`config.mk`:
```
export PLATFORM = sky130hd
export DESIGN_NAME = multicycle_ctrl
export DESIGN_NICKNAME = d
export VERILOG_FILES = /design/src/rtl/rv_ctrl_pkg.sv /design/src/rtl/multicycle_ctrl.sv
export SDC_FILE = /design/constraint.sdc
export NUM_CORES = 1
export LEC_CHECK = 0
export BUFFER_PORTS_ARGS = -buffer_cell sky130_fd_sc_hd__clkbuf_2
export CAP_MARGIN = 20
export CORE_MARGIN = 4
export CORE_UTILIZATION = 45
export CTS_BUF_LIST = sky130_fd_sc_hd__clkbuf_8
export DETAILED_ROUTE_END_ITERATION = 10
export PLACE_DENSITY = 0.67
export SYNTH_ARGS = -nofsm -noshare
export SYNTH_HDL_FRONTEND = slang
export SYNTH_SLANG_ARGS = --single-unit
export TNS_END_PERCENT = 1
```
`constraint.sdc`:
```
create_clock -name Clk -period 3.9 [get_ports Clk]
set_input_delay 0.39 -clock Clk [delete_from_list [all_inputs] [get_ports Clk]]
set_output_delay 0.39 -clock Clk [all_outputs]
set_load 0.02 [all_outputs]
```
`src/rtl/rv_ctrl_pkg.sv`:
```
// Shared constants for the multi-cycle RV32I controller: opcodes, state
// encoding and ALU mux codes.
package rv_ctrl_pkg;

    localparam logic [6:0] OPC_R      = 7'b0110011;
    localparam logic [6:0] OPC_LOAD   = 7'b0000011;
    localparam logic [6:0] OPC_STORE  = 7'b0100011;
    localparam logic [6:0] OPC_BRANCH = 7'b1100011;

    localparam logic [3:0] ST_FETCH    = 4'd0;
    localparam logic [3:0] ST_DECODE   = 4'd1;
    localparam logic [3:0] ST_EXEC_R   = 4'd2;
    localparam logic [3:0] ST_R_WB     = 4'd3;
    localparam logic [3:0] ST_MEM_ADDR = 4'd4;
    localparam logic [3:0] ST_MEM_RD   = 4'd5;
    localparam logic [3:0] ST_LW_WB    = 4'd6;
    localparam logic [3:0] ST_MEM_WR   = 4'd7;
    localparam logic [3:0] ST_BRANCH   = 4'd8;

    typedef enum logic [3:0] {
        FETCH    = ST_FETCH,
        DECODE   = ST_DECODE,
        EXEC_R   = ST_EXEC_R,
        R_WB     = ST_R_WB,
        MEM_ADDR = ST_MEM_ADDR,
        MEM_RD   = ST_MEM_RD,
        LW_WB    = ST_LW_WB,
        MEM_WR   = ST_MEM_WR,
        BRANCH   = ST_BRANCH
    } state_t;

    localparam logic [1:0] ALUOP_ADD   = 2'b00;
    localparam logic [1:0] ALUOP_SUB   = 2'b01;
    localparam logic [1:0] ALUOP_FUNCT = 2'b10;

    localparam logic [1:0] SRCB_RS2  = 2'b00;
    localparam logic [1:0] SRCB_FOUR = 2'b01;
    localparam logic [1:0] SRCB_IMM  = 2'b10;

endpackage

```
`src/rtl/multicycle_ctrl.sv`:
```
// Multi-cycle RV32I control FSM (R-type, lw, sw, beq) for a shared-memory
// datapath, with a watchdog on every memory handshake.
module multicycle_ctrl
    import rv_ctrl_pkg::*;
#(
    parameter int MEM_TO = 15,
    parameter int TO_W   = 8
) (
    input  logic       Clk,
    input  logic       Rst,
    input  logic [6:0] Opcode,
    input  logic       Zero,
    input  logic       MemReady,
    output logic       MemRead,
    output logic       MemWrite,
    output logic       IorD,
    output logic       IRWrite,
    output logic       PCWrite,
    output logic       PCWriteCond,
    output logic       PCSource,
    output logic       ALUSrcA,
    output logic [1:0] ALUSrcB,
    output logic [1:0] ALUOp,
    output logic       MemtoReg,
    output logic       RegWrite,
    output logic       InstDone,
    output logic       IllegalInst,
    output logic       MemErr
);

    localparam logic [TO_W-1:0] TO_LAST = TO_W'(MEM_TO - 1);
    localparam logic [TO_W-1:0] TO_MAX  = TO_W'(MEM_TO);

    state_t            state;
    state_t            state_next;
    logic [TO_W-1:0]   wait_cnt;
    logic [6:0]        opc_q;
    logic              is_wait;
    logic              timeout;
    logic              retire;
    logic              illegal;

    // Zero qualifies PCWriteCond inside the datapath; the sequencer ignores it.
    logic unused_zero;
    assign unused_zero = Zero;

    assign is_wait = (state == FETCH) || (state == MEM_RD) || (state == MEM_WR);
    // The access is abandoned on the wait cycle that would take the counter to MEM_TO.
    assign timeout = is_wait && !MemReady && (wait_cnt >= TO_LAST);

    always_comb begin
        // NOTE: every output gets a default before the case so no latch is inferred.
        state_next  = state;
        MemRead     = 1'b0;
        MemWrite    = 1'b0;
        IorD        = 1'b0;
        IRWrite     = 1'b0;
        PCWrite     = 1'b0;
        PCWriteCond = 1'b0;
        PCSource    = 1'b0;
        ALUSrcA     = 1'b0;
        ALUSrcB     = SRCB_RS2;
        ALUOp       = ALUOP_ADD;
        MemtoReg    = 1'b0;
        RegWrite    = 1'b0;
        retire      = 1'b0;
        illegal     = 1'b0;
        case (state)
            FETCH: begin
                MemRead = 1'b1;
                ALUSrcB = SRCB_FOUR;
                if (MemReady) begin
                    IRWrite    = 1'b1;
                    PCWrite    = 1'b1;
                    state_next = DECODE;
                end
            end
            DECODE: begin
                ALUSrcB = SRCB_IMM;
                case (Opcode)
                    OPC_R:                state_next = EXEC_R;
                    OPC_LOAD, OPC_STORE:  state_next = MEM_ADDR;
                    OPC_BRANCH:           state_next = BRANCH;
                    default: begin
                        state_next = FETCH;
                        illegal    = 1'b1;
                    end
                endcase
            end
            EXEC_R: begin
                ALUSrcA    = 1'b1;
                ALUOp      = ALUOP_FUNCT;
                state_next = R_WB;
            end
            R_WB: begin
                RegWrite   = 1'b1;
                retire     = 1'b1;
                state_next = FETCH;
            end
            MEM_ADDR: begin
                ALUSrcA    = 1'b1;
                ALUSrcB    = SRCB_IMM;
                state_next = (opc_q == OPC_LOAD) ? MEM_RD : MEM_WR;
            end
            MEM_RD: begin
                MemRead = 1'b1;
                IorD    = 1'b1;
                if (MemReady)     state_next = LW_WB;
                else if (timeout) state_next = FETCH;
            end
            LW_WB: begin
                RegWrite   = 1'b1;
                MemtoReg   = 1'b1;
                retire     = 1'b1;
                state_next = FETCH;
            end
            MEM_WR: begin
                MemWrite = 1'b1;
                IorD     = 1'b1;
                if (MemReady) begin
                    retire     = 1'b1;
                    state_next = FETCH;
                end else if (timeout) begin
                    state_next = FETCH;
                end
            end
            BRANCH: begin
                ALUSrcA     = 1'b1;
                ALUOp       = ALUOP_SUB;
                PCWriteCond = 1'b1;
                PCSource    = 1'b1;
                retire      = 1'b1;
                state_next  = FETCH;
            end
            default: state_next = FETCH;
        endcase
    end

    always_ff @(posedge Clk or posedge Rst) begin
        if (Rst) begin
            state       <= FETCH;
            wait_cnt    <= '0;
            opc_q       <= '0;
            MemErr      <= 1'b0;
            InstDone    <= 1'b0;
            IllegalInst <= 1'b0;
        end else begin
            state       <= state_next;
            InstDone    <= retire;
            IllegalInst <= illegal;
            if (timeout)
                MemErr <= 1'b1;
            if (state == DECODE)
                opc_q <= Opcode;
            // Every transition (and a FETCH->FETCH timeout restart) starts a fresh wait.
            if (state_next != state || timeout)
                wait_cnt <= '0;
            else if (is_wait && !MemReady && wait_cnt != TO_MAX)
                wait_cnt <= wait_cnt + 1'b1;
        end
    end

endmodule

```
== Word-level counts from Yosys, hierarchy flattened ==
Index checks and enable logic that the tools add are counted.
W data, S select, Z words.
Storage, ports and cells
  flip-flop bits (word level): 22
  latch bits: 0
  RAM bits: 0
  bits in read-only memories: 0
  input bits: 11
  word-level logic and storage cells: 63
  memories: 0
Cells by class
  add/subtract/negate cells: 1
  multipliers: 0
  divide/modulo/power cells: 0
  $lt $le $gt $ge: 1
  eq/ne operators: 15
  shift-type cells: 0
  muxes and demuxes: 23
  bitwise operators: 0
  reduce and logical (&&, ||, !) cells: 17
Operator list (count)
  $pmux W4 S6: 1
  $eq A4 B3 Y1 const B: 4
  $mux W4: 4
  $mux W8: 2
  $eq A7 B2 Y1 const B: 2
  $eq A7 B6 Y1 const B: 2
  $pmux W4 S3: 1
  $mux W1: 11
  $reduce_or A2 Y1: 5
  $add A8 B1 Y8 const B: 1
  $eq A4 B2 Y1 const B: 2
  $ge A8 B4 Y1 const B: 1
  $ne A8 B4 Y1 const B: 1
  $pmux W2 S2: 2
  $eq A7 B7 Y1 const B: 1
  $reduce_or A3 Y1: 2
  $eq A4 B1 Y1 const B: 1
  $eq A4 B4 Y1 const B: 1
  $logic_not A4 Y1: 1
  $ne A4 B4 Y1: 1
  $reduce_or A4 Y1: 1
  $logic_and A1 B1 Y1: 3
  $logic_or A1 B1 Y1: 3
  $mux W2: 1
  3 further kinds: 3

== Longest topological paths before layout ==
Gate-level depths: netlist (run 1).
  depth in word-level cells: 11
  gate-level depth with buffers: 6

== Worst setup path before layout (run 1) ==
No wires, ideal clock.
  path type: register -> output
  start point: register state[0]
  end point: output ALUSrcA
  data arrival time: 1456 ps
  required time: 3510 ps
  slack: 2054 ps
  stages on the path, launching flop included: 5
  buffers on the path: 1
  path through: dfrtp_1 > buf_2 > nand2b_1 > nor3_1 > nand3b_1
Between the ends
  longest elaborated chain between the ends: 3
  elaborated cells between the ends (all ways): 5
RTL lines
  start, declared: RTL line multicycle_ctrl.sv:34  | state_t state;
  start signal, assigned: RTL line multicycle_ctrl.sv:148  | state <= state_next;
  $eq A4 B3 Y1 (tied with other cells): RTL line multicycle_ctrl.sv:68  | case (state)
  $reduce_or A3 Y1 (no source line) (*)
  $mux W1 (*): RTL line multicycle_ctrl.sv:68
  end, declared: RTL line multicycle_ctrl.sv:21  | output logic ALUSrcA,
Every way passes the cells marked *; elsewhere a longest branch is shown, timed or not.

== Worst setup path in the final report (run 1) ==
  start point: register state[2]
  end point: output ALUSrcB[1]
Between the ends
  longest elaborated chain between the ends: 3
  elaborated cells between the ends (all ways): 5
RTL lines
  $eq A4 B1 Y1 or $eq A4 B3 Y1 (tied branches): RTL line multicycle_ctrl.sv:68
  $reduce_or A2 Y1 (no source line)
  $pmux W2 S2 (*): RTL line multicycle_ctrl.sv:68
  end, declared: RTL line multicycle_ctrl.sv:22  | output logic [1:0] ALUSrcB,
Marks and branches as above.

==> results of run 1 <==
## flip-flops by register name (all words and copies together) (netlist names)
signal       flops
IllegalInst      1
wait_cnt         8
state            4
MemErr           1
opc_q            7
InstDone         1
## power by group
part	switching (mW)	leakage (nW)	total (mW)	internal [mW]
combinational	0.182	0.374	0.334	0.152
sequential	0.0551	0.273	0.340	0.285
clock	0.0723	0.0288	0.162	0.0898
## worst min-delay path by stage
stage	slack, ps	from	endpoint	cells after the start
detailed placement	450	MemErr$_DFFE_PP0P_	MemErr$_DFFE_PP0P_	1
finish	260	Rst	opc_q[5]$_DFFE_PP0P_	2
CTS	290	Rst	opc_q[4]$_DFFE_PP0P_	2
global placement	440	MemErr$_DFFE_PP0P_	MemErr$_DFFE_PP0P_	1
global route	340	Rst	opc_q[5]$_DFFE_PP0P_	2
floorplan	380	Rst	IllegalInst$_DFF_PP0_	1
## layer usage
layer	global-route usage	part of all wire
met5	0	0
met4	0.0680	0.012
met3	0.0285	0.058
met2	0.228	0.44
met1	0.183	0.49
## cell families after synthesis
group | after synthesis | share of synthesized area
compound gates | 17 | 0.105
xor+xnor | 2 | 0.0152
fa+ha+maj | 3 | 0.0304
buf+inv | 15 | 0.0651
flops | 22 | 0.477
mux | 7 | 0.0683
other cells | 1 | 0.00325
simple gates | 46 | 0.235
## worst register-to-register path, stage by stage (launching register included)
cell,delay (ps)
sky130_fd_sc_hd__dfrtp_1,540
sky130_fd_sc_hd__nor4b_4,650
sky130_fd_sc_hd__nand4_2,220
sky130_fd_sc_hd__o311ai_1,320
## per-stage QoR
stage                     power [mW]  hold WS [ps]   util  cell area [sq um]
after floorplan                0.608           379      -               1160
after global placement         0.670           442  0.526               1290
after detailed placement       0.681           452  0.526               1290
after CTS                      0.842           289  0.548               1350
after global routing           0.893           337  0.548               1350
final                          0.836           258  0.548               1350
## final cells by class
class | count | area [sq um]
Sequential cell | 22 | 551
Clock buffer | 4 | 55.1
Timing Repair Buffer | 26 | 130
Inverter | 9 | 33.8
Tap cell | 30 | 37.5
Multi-Input combinational cell | 79 | 539
Fill cell | 236 | 1110
## placed cells by master (no fill, tap or decap), types with 3 or more instances in the layout
master and instances:
sky130_fd_sc_hd__inv_1 9, sky130_fd_sc_hd__nor2_1 11, sky130_fd_sc_hd__conb_1 4, sky130_fd_sc_hd__mux2_2 7
sky130_fd_sc_hd__nand2b_1 3, sky130_fd_sc_hd__clkbuf_8 4, sky130_fd_sc_hd__clkbuf_2 26, sky130_fd_sc_hd__a21oi_1 4
sky130_fd_sc_hd__nand2_1 9, sky130_fd_sc_hd__nor3_1 5, sky130_fd_sc_hd__dfrtp_1 22, sky130_fd_sc_hd__and3_1 3
==> reports/qor.csv, run 1 <==
metric,value,unit
number of stages on the worst setup path,3,
maximum number of pins on one net before global-route repair,23,
global route total overflow,0,
final hold viol count,0,
placed cell count,166,
leakage power of the design,0.676,nW
crit path capture,ALUSrcB[1],
unrepaired setup endpoints after global routing,no,
final net count,154,
period utilisation layout,0.563,
number of buffer and inverter stages on the critical path,1,
wire length per cell after detailed routing,12.8,um
post-layout instance count excluding filler cells,170,
Slowest cell on crit path,sky130_fd_sc_hd__nor4b_4,
Post-Syn Instances,113,
category of the most critical setup path,reg2out,
synth unique cells,38,
most used flip-flop cell after synthesis,sky130_fd_sc_hd__dfrtp_1,
fraction of the yosys area taken by sequential cells,0.477,
CTS tree,done,
"Setup Fix Bufs, Post-CTS",0,
commonest cells in the synthesized netlist,"sky130_fd_sc_hd__dfrtp_1 (22), sky130_fd_sc_hd__nor2_1 (11), sky130_fd_sc_hd__inv_1 (9), sky130_fd_sc_hd__nand2_1 (9), sky130_fd_sc_hd__mux2_2 (7)",
Die Outline Area,0.00344,sq mm
Final Routed Wirelength,2.17,mm
hold crit path type,in2async,
Core Rows,18,
Power Density,621,mW/mm^2
antenna violations before repair,0,
Relative slew margins,0.454,
antenna cells,0,
# DRC,0,
Std-Cell Core Area,0.00245,sq mm
Area growth syn-to-layout,16.7,%
category of the worst setup path launch point,flop,
dominant delay contributor by cell family on the critical path,simple AND/OR/NAND/NOR gates,
post-place setup slack,1990,ps
reported max-cap violation count,0,
maximum ir drop on the vdd rail,0.000381,V
count of antenna-violating nets left after detailed routing,0,
TritonCTS Buffers,3,
fraction of registers with async set/reset,1.00,
post-synthesis area per instance,10.2,sq um
placer's final routability congestion estimate,0.891,
number of buffers inserted by hold repair at cts,0,
ratio of cells with drive above 1 in the final layout,0.300,
worst-case setup margin in the final layout,1700,ps
count of flip-flops with a built-in enable after synthesis,0,
vias per inst,5.08,
critical path capture point type,primary output,
Synth area leader,sky130_fd_sc_hd__dfrtp_1,
most repeated cell in the gate-level netlist after synthesis,sky130_fd_sc_hd__dfrtp_1,
Clock Skews,8.56,ps
via count,864,
Final Slew Violations,0,
crit path DAT,1810,ps
required time of the critical path,3510,ps
number of input and output port buffers inserted,26,
CTS Sinks,22,
dominant cells by area after synthesis,"sky130_fd_sc_hd__dfrtp_1 (48%), sky130_fd_sc_hd__mux2_2 (6.8%), sky130_fd_sc_hd__nor2_1 (3.6%), sky130_fd_sc_hd__inv_1 (2.9%), sky130_fd_sc_hd__nand2_1 (2.9%)",
number of primary I/O pins,28,
floorplan die width,58.6,um
"slowest stage delay, CP",650,ps
CTS Buffer Depth,2,
"Cell Area, Synth",0.00115,sq mm
clock input transition at the sequential cells of the worst setup and hold paths,80,ps
starting density of the core,0.470,
outcome,"complete, no violations",
via count of the first global-routing pass,848,
Worst R2R Path Depth,3,
number of synthesis warnings,0,
worst flop-to-flop path startpoint,state[2]$_DFF_PP0_,
cells along the critical path,nor4b_4 > nand2b_1 > clkbuf_2,
overall track demand over capacity in global routing,0.142,
latest clock arrival within the worst-skew pair,260,ps
fraction of post-synthesis cell area in the top cell type by area,0.477,
Setup-failing EPs final,0,
estimated wirelength of the detail-placed design,1.62,mm
Final TNS setup,0,ps
global-route wire length before repair,3.68,mm
Max Fanout on Critical Path,13,
r2r endpoint,state[2]$_DFF_PP0_,
number of iterations in the first detailed-routing pass,4,
worst-margin pin slew,818,ps
detailed router's first-iteration violation count,19,
root buf cell,sky130_fd_sc_hd__clkbuf_8,
beginning of the critical path,state[2]$_DFF_PP0_,
final critical path time including I/O delays and setup,2200,ps
Yosys reg bits,22,
number of H-tree levels,1,
DIE HEIGHT,58.6,um
setup slack of the most critical reg-to-reg path,2050,ps
Resize count post-CTS,0,
f_max,0.455,GHz
(Power assumes the default switching activity.)
==> inputs of run 2 (changes only) <==
clock period = 2.2 ns   (was 3.9 ns; I/O delays follow)
==> reports/qor.csv, run 2 (synthesized netlist as in run 1, its figures left out) <==
metric,value,unit,change
Final TNS setup,0,ps,unchanged
category of the worst setup path launch point,flop,,unchanged
required time of the critical path,1980,ps,was 3510 ps
period utilisation layout,0.911,,
CTS Buffer Depth,2,,unchanged
via count of the first global-routing pass,878,,was 848
post-layout instance count excluding filler cells,169,,was 170
number of buffers inserted by hold repair at cts,0,,unchanged
Final Slew Violations,0,,unchanged
TritonCTS Buffers,3,,unchanged
DIE HEIGHT,58.6,um,unchanged
placed cell count,166,,unchanged
count of antenna-violating nets left after detailed routing,0,,unchanged
Clock Skews,1.38,ps,was 8.56 ps
Die Outline Area,0.00344,sq mm,unchanged
wire length per cell after detailed routing,12.2,um,was 12.8 um
reported max-cap violation count,0,,unchanged
Max Fanout on Critical Path,11,,was 13
clock input transition at the sequential cells of the worst setup and hold paths,70,ps,was 80 ps
"slowest stage delay, CP",670,ps,was 650 ps
ratio of cells with drive above 1 in the final layout,0.295,,was 0.300
global-route wire length before repair,3.71,mm,was 3.68 mm
Area growth syn-to-layout,15.5,%,was 16.7%
register containing the most flip-flops in the final layout,wait_cnt,,unchanged
"flip-flop count of the largest register, all copies and words added",8,,unchanged
antenna violations before repair,0,,unchanged
Slowest cell on crit path,sky130_fd_sc_hd__nor4b_4,,unchanged
total area of sequential cells,551,sq um,unchanged
"leading cell types in the layout, fill and taps excluded","sky130_fd_sc_hd__clkbuf_2 (26), sky130_fd_sc_hd__dfrtp_1 (22), sky130_fd_sc_hd__nor2_1 (11)",,unchanged
via count,875,,was 864
top flop regs,"wait_cnt (8), opc_q (7), state (4)",,unchanged
worst-margin pin slew,822,ps,was 818 ps
Final Routed Wirelength,2.07,mm,was 2.17 mm
final net count,154,,unchanged
leakage power of the design,0.669,nW,was 0.676 nW
floorplan die width,58.6,um,unchanged
vias per inst,5.18,,was 5.08
# DRC,0,,unchanged
core utilization of the finished layout,0.543,,was 0.548
CTS tree,done,,unchanged
antenna cells,0,,unchanged
"Setup Fix Bufs, Post-CTS",0,,unchanged
Setup-failing EPs final,0,,unchanged
hold crit path type,in2async,,unchanged
crit path DAT,1780,ps,was 1810 ps
detailed router's first-iteration violation count,16,,was 19
Std-Cell Core Area,0.00245,sq mm,unchanged
"commonest non-fill, non-tap cell in the layout",sky130_fd_sc_hd__clkbuf_2,,unchanged
Resize count post-CTS,0,,unchanged
maximum number of pins on one net before global-route repair,23,,unchanged
root buf cell,sky130_fd_sc_hd__clkbuf_8,,unchanged
maximum ir drop on the vdd rail,0.000614,V,was 0.000381 V
FILL cells,233,,was 236
number of iterations in the first detailed-routing pass,4,,unchanged
cells along the critical path,nor4b_4 > nand2b_1 > clkbuf_2,,unchanged
Core Rows,18,,unchanged
number of H-tree levels,1,,unchanged
placer's final routability congestion estimate,0.877,,was 0.891
estimated wirelength of the detail-placed design,1.61,mm,was 1.62 mm
final critical path time including I/O delays and setup,2000,ps,
final hold viol count,0,,unchanged
unrepaired setup endpoints after global routing,no,,unchanged
latest clock arrival within the worst-skew pair,250,ps,was 260 ps
number of primary I/O pins,28,,unchanged
global route total overflow,0,,unchanged
area used by multi-input combinational logic,539,sq um,unchanged
outcome,"complete, no violations",,unchanged
critical path capture point type,primary output,,unchanged
CTS Sinks,22,,unchanged
Relative slew margins,0.451,,was 0.454
Power Density,1070,mW/mm^2,was 621 mW/mm^2
category of the most critical setup path,reg2out,,unchanged
overall track demand over capacity in global routing,0.137,,was 0.142
f_max,0.499,GHz,
number of input and output port buffers inserted,26,,unchanged
starting density of the core,0.470,,unchanged
-- run 2: path summary, 6_finish.rpt --
path,end,slack (ps),cells past startpoint,startpoint
max,ALUSrcB[1],200,3,state[1]$_DFF_PP0_
min,wait_cnt[4]$_DFFE_PP0P_,100,2,Rst
max reg2reg,state[2]$_DFF_PP0_,410,3,state[1]$_DFF_PP0_
min reg2reg,MemErr$_DFFE_PP0P_,460,1,MemErr$_DFFE_PP0P_
max in group asynchronous,wait_cnt[1]$_DFFE_PP0P_,1590,2,Rst
min in group Clk,state[3]$_DFF_PP0_,180,2,Opcode[4]
-- run 2: metrics by stage --
| stage | setup slack (ps) | power [mW] | hold slack, ps | instance area [sq um] |
|---|---|---|---|---|
| 6_report | 196 | 1.43 | 102 | 1330 |
| 3_3_place_gp | 470 | 1.19 | 399 | 1290 |
| 3_5_place_dp | 396 | 1.20 | 409 | 1290 |
| 4_1_cts | 179 | 1.45 | 132 | 1330 |
| 2_1_floorplan | 524 | 1.08 | 209 | 1160 |
| 5_1_grt | 106 | 1.54 | 180 | 1330 |
-- run 2: report_power, final --
group          internal, mW  switching (mW)
Clock                 0.122           0.118
Combinational         0.270           0.319
Sequential            0.506          0.0953
Total                 0.897           0.532
-- run 2: critical path, delay by kind of cell, from the launching register on --
family	cells	cell delay, ps
buffers and inverters	1	170
and+or+nand+nor	2	850
DFF	1	510
-- run 2: area by class of cell --
cell class                 count  area share
multi-input combinational     79       0.405
inverter                       9      0.0254
clock buffer                   3      0.0310
sequential                    22       0.413
timing repair buffer          26      0.0977
tap                           30      0.0282
-- run 2: per-layer routing --
metal,global-route usage,wire [um],vias to the layer above
met2,0.228,934,20
met5,0,0,-
met1,0.182,1010,413
met4,0.0388,12,0
met3,0.0263,115,2
li1,-,-,440
==> inputs of run 3 (changes only) <==
CORE_ASPECT_RATIO = 1.4   (was unset)
==> reports/qor.csv, run 3 (synthesized netlist as in run 1, its figures left out) <==
metric,value,unit,change
unrepaired setup endpoints after global routing,no,,unchanged
number of H-tree levels,1,,unchanged
required time of the critical path,1980,ps,about the same
setup slack of the most critical reg-to-reg path,420,ps,was 410 ps
latest clock arrival within the worst-skew pair,260,ps,was 250 ps
register containing the most flip-flops in the final layout,wait_cnt,,unchanged
Setup-failing EPs final,0,,unchanged
top flop regs,"wait_cnt (8), opc_q (7), state (4)",,unchanged
ratio of cells with drive above 1 in the final layout,0.295,,unchanged
outcome,"complete, no violations",,unchanged
detailed router's first-iteration violation count,17,,was 16
Final Routed Wirelength,2.05,mm,was 2.07 mm
number of iterations in the first detailed-routing pass,4,,unchanged
antenna violations before repair,0,,unchanged
# DRC,0,,unchanged
Area growth syn-to-layout,15.9,%,was 15.5%
category of the worst setup path launch point,flop,,unchanged
Worst R2R Path Depth,4,,was 3
Core Rows,21,,was 18
final critical path time including I/O delays and setup,2000,ps,about the same
global route total overflow,0,,unchanged
beginning of the critical path,state[2]$_DFF_PP0_,,was state[1]$_DFF_PP0_
DIE HEIGHT,67.9,um,was 58.6 um
CTS tree,done,,unchanged
worst-margin pin slew,792,ps,was 822 ps
"leading cell types in the layout, fill and taps excluded","sky130_fd_sc_hd__clkbuf_2 (26), sky130_fd_sc_hd__dfrtp_1 (22), sky130_fd_sc_hd__nor2_1 (11)",,unchanged
placer's final routability congestion estimate,0.766,,was 0.877
root buf cell,sky130_fd_sc_hd__clkbuf_8,,unchanged
hold crit path type,in2async,,unchanged
maximum number of pins on one net before global-route repair,23,,unchanged
category of the most critical setup path,reg2out,,unchanged
floorplan die width,50.8,um,was 58.6 um
clock input transition at the sequential cells of the worst setup and hold paths,70,ps,about the same
TritonCTS Buffers,3,,unchanged
starting density of the core,0.477,,was 0.470
via count,886,,was 875
f_max,0.500,GHz,was 0.499 GHz
final hold viol count,0,,unchanged
period utilisation layout,0.909,,was 0.911
"commonest non-fill, non-tap cell in the layout",sky130_fd_sc_hd__clkbuf_2,,unchanged
CTS Buffer Depth,2,,unchanged
"Setup Fix Bufs, Post-CTS",0,,unchanged
Clock Skews,5.26,ps,was 1.38 ps
total area of sequential cells,551,sq um,unchanged
Std-Cell Core Area,0.00242,sq mm,was 0.00245 sq mm
CTS Sinks,22,,unchanged
wire length per cell after detailed routing,11.9,um,was 12.2 um
final net count,154,,unchanged
count of antenna-violating nets left after detailed routing,0,,unchanged
critical path capture point type,primary output,,unchanged
"flip-flop count of the largest register, all copies and words added",8,,unchanged
Die Outline Area,0.00345,sq mm,was 0.00344 sq mm
Max Fanout on Critical Path,13,,was 11
Final Slew Violations,0,,unchanged
worst flop-to-flop path startpoint,state[2]$_DFF_PP0_,,was state[1]$_DFF_PP0_
number of buffers inserted by hold repair at cts,0,,unchanged
overall track demand over capacity in global routing,0.136,,was 0.137
vias per inst,5.12,,was 5.18
FILL cells,245,,was 233
leakage power of the design,0.669,nW,unchanged
estimated wirelength of the detail-placed design,1.62,mm,was 1.61 mm
crit path capture,ALUSrcB[1],,unchanged
via count of the first global-routing pass,892,,was 878
Resize count post-CTS,0,,unchanged
WHS,82.8,ps,was 102 ps
maximum ir drop on the vdd rail,0.000666,V,was 0.000614 V
antenna cells,0,,unchanged
r2r endpoint,state[1]$_DFF_PP0_,,was state[2]$_DFF_PP0_
area used by multi-input combinational logic,539,sq um,unchanged
number of primary I/O pins,28,,unchanged
number of input and output port buffers inserted,26,,unchanged
Final TNS setup,0,ps,unchanged
Relative slew margins,0.471,,was 0.451
global-route wire length before repair,3.65,mm,was 3.71 mm
Power Density,1070,mW/mm^2,about the same
crit path DAT,1780,ps,about the same
reported max-cap violation count,0,,unchanged
==> run 3: per-stage QoR <==
stage / cells / setup WS [ps] / power (mW) / instance area, sq um / utilization
after global routing: 173 / 93.9 / 1.52 / 1340 / 0.553
final: 173 / 201 / 1.43 / 1340 / 0.553
after detailed placement: 170 / 419 / 1.21 / 1300 / 0.536
after CTS: 173 / 186 / 1.44 / 1340 / 0.553
after global placement: 170 / 473 / 1.19 / 1300 / 0.536
after floorplan: 116 / 524 / 1.08 / 1160 / -
==> run 3: worst min-delay path by stage <==
stage                              end  startpoint  depth (start not counted)  slack (ps)
6_report          opc_q[4]$_DFFE_PP0P_         Rst                          2          80
5_1_grt           opc_q[5]$_DFFE_PP0P_         Rst                          2         160
4_1_cts           opc_q[4]$_DFFE_PP0P_         Rst                          2         120
3_5_place_dp   wait_cnt[4]$_DFFE_PP0P_         Rst                          2         400
3_3_place_gp   wait_cnt[4]$_DFFE_PP0P_         Rst                          2         380
2_1_floorplan    IllegalInst$_DFF_PP0_         Rst                          1         210
==> run 3: final cells by class <==
class | instances | area share
flip-flops and latches | 22 | 0.412
well taps | 34 | 0.0318
inverters | 9 | 0.0253
repair buffers | 26 | 0.0973
multi-input cells | 79 | 0.403
clock buffers | 3 | 0.0309
==> run 3: power breakdown <==
group	total, mW	internal [mW]	switching (mW)
clock network	0.239	0.122	0.117
registers	0.600	0.506	0.0944
logic	0.591	0.270	0.321
==> run 3: worst max-delay path: stages (launching register included) <==
cell,delay (ps)
sky130_fd_sc_hd__dfrtp_1,530
sky130_fd_sc_hd__nor4b_4,640
sky130_fd_sc_hd__nand2b_1,180
sky130_fd_sc_hd__clkbuf_2,160
==> run 3: layer usage <==
layer  vias to the layer above  routed length, um  GRT usage
met5                         -                  0          0
met4                         0                 27     0.0572
met3                         4                108     0.0196
met2                        25                993      0.240
met1                       418                922      0.165
li1                        439                  -          -
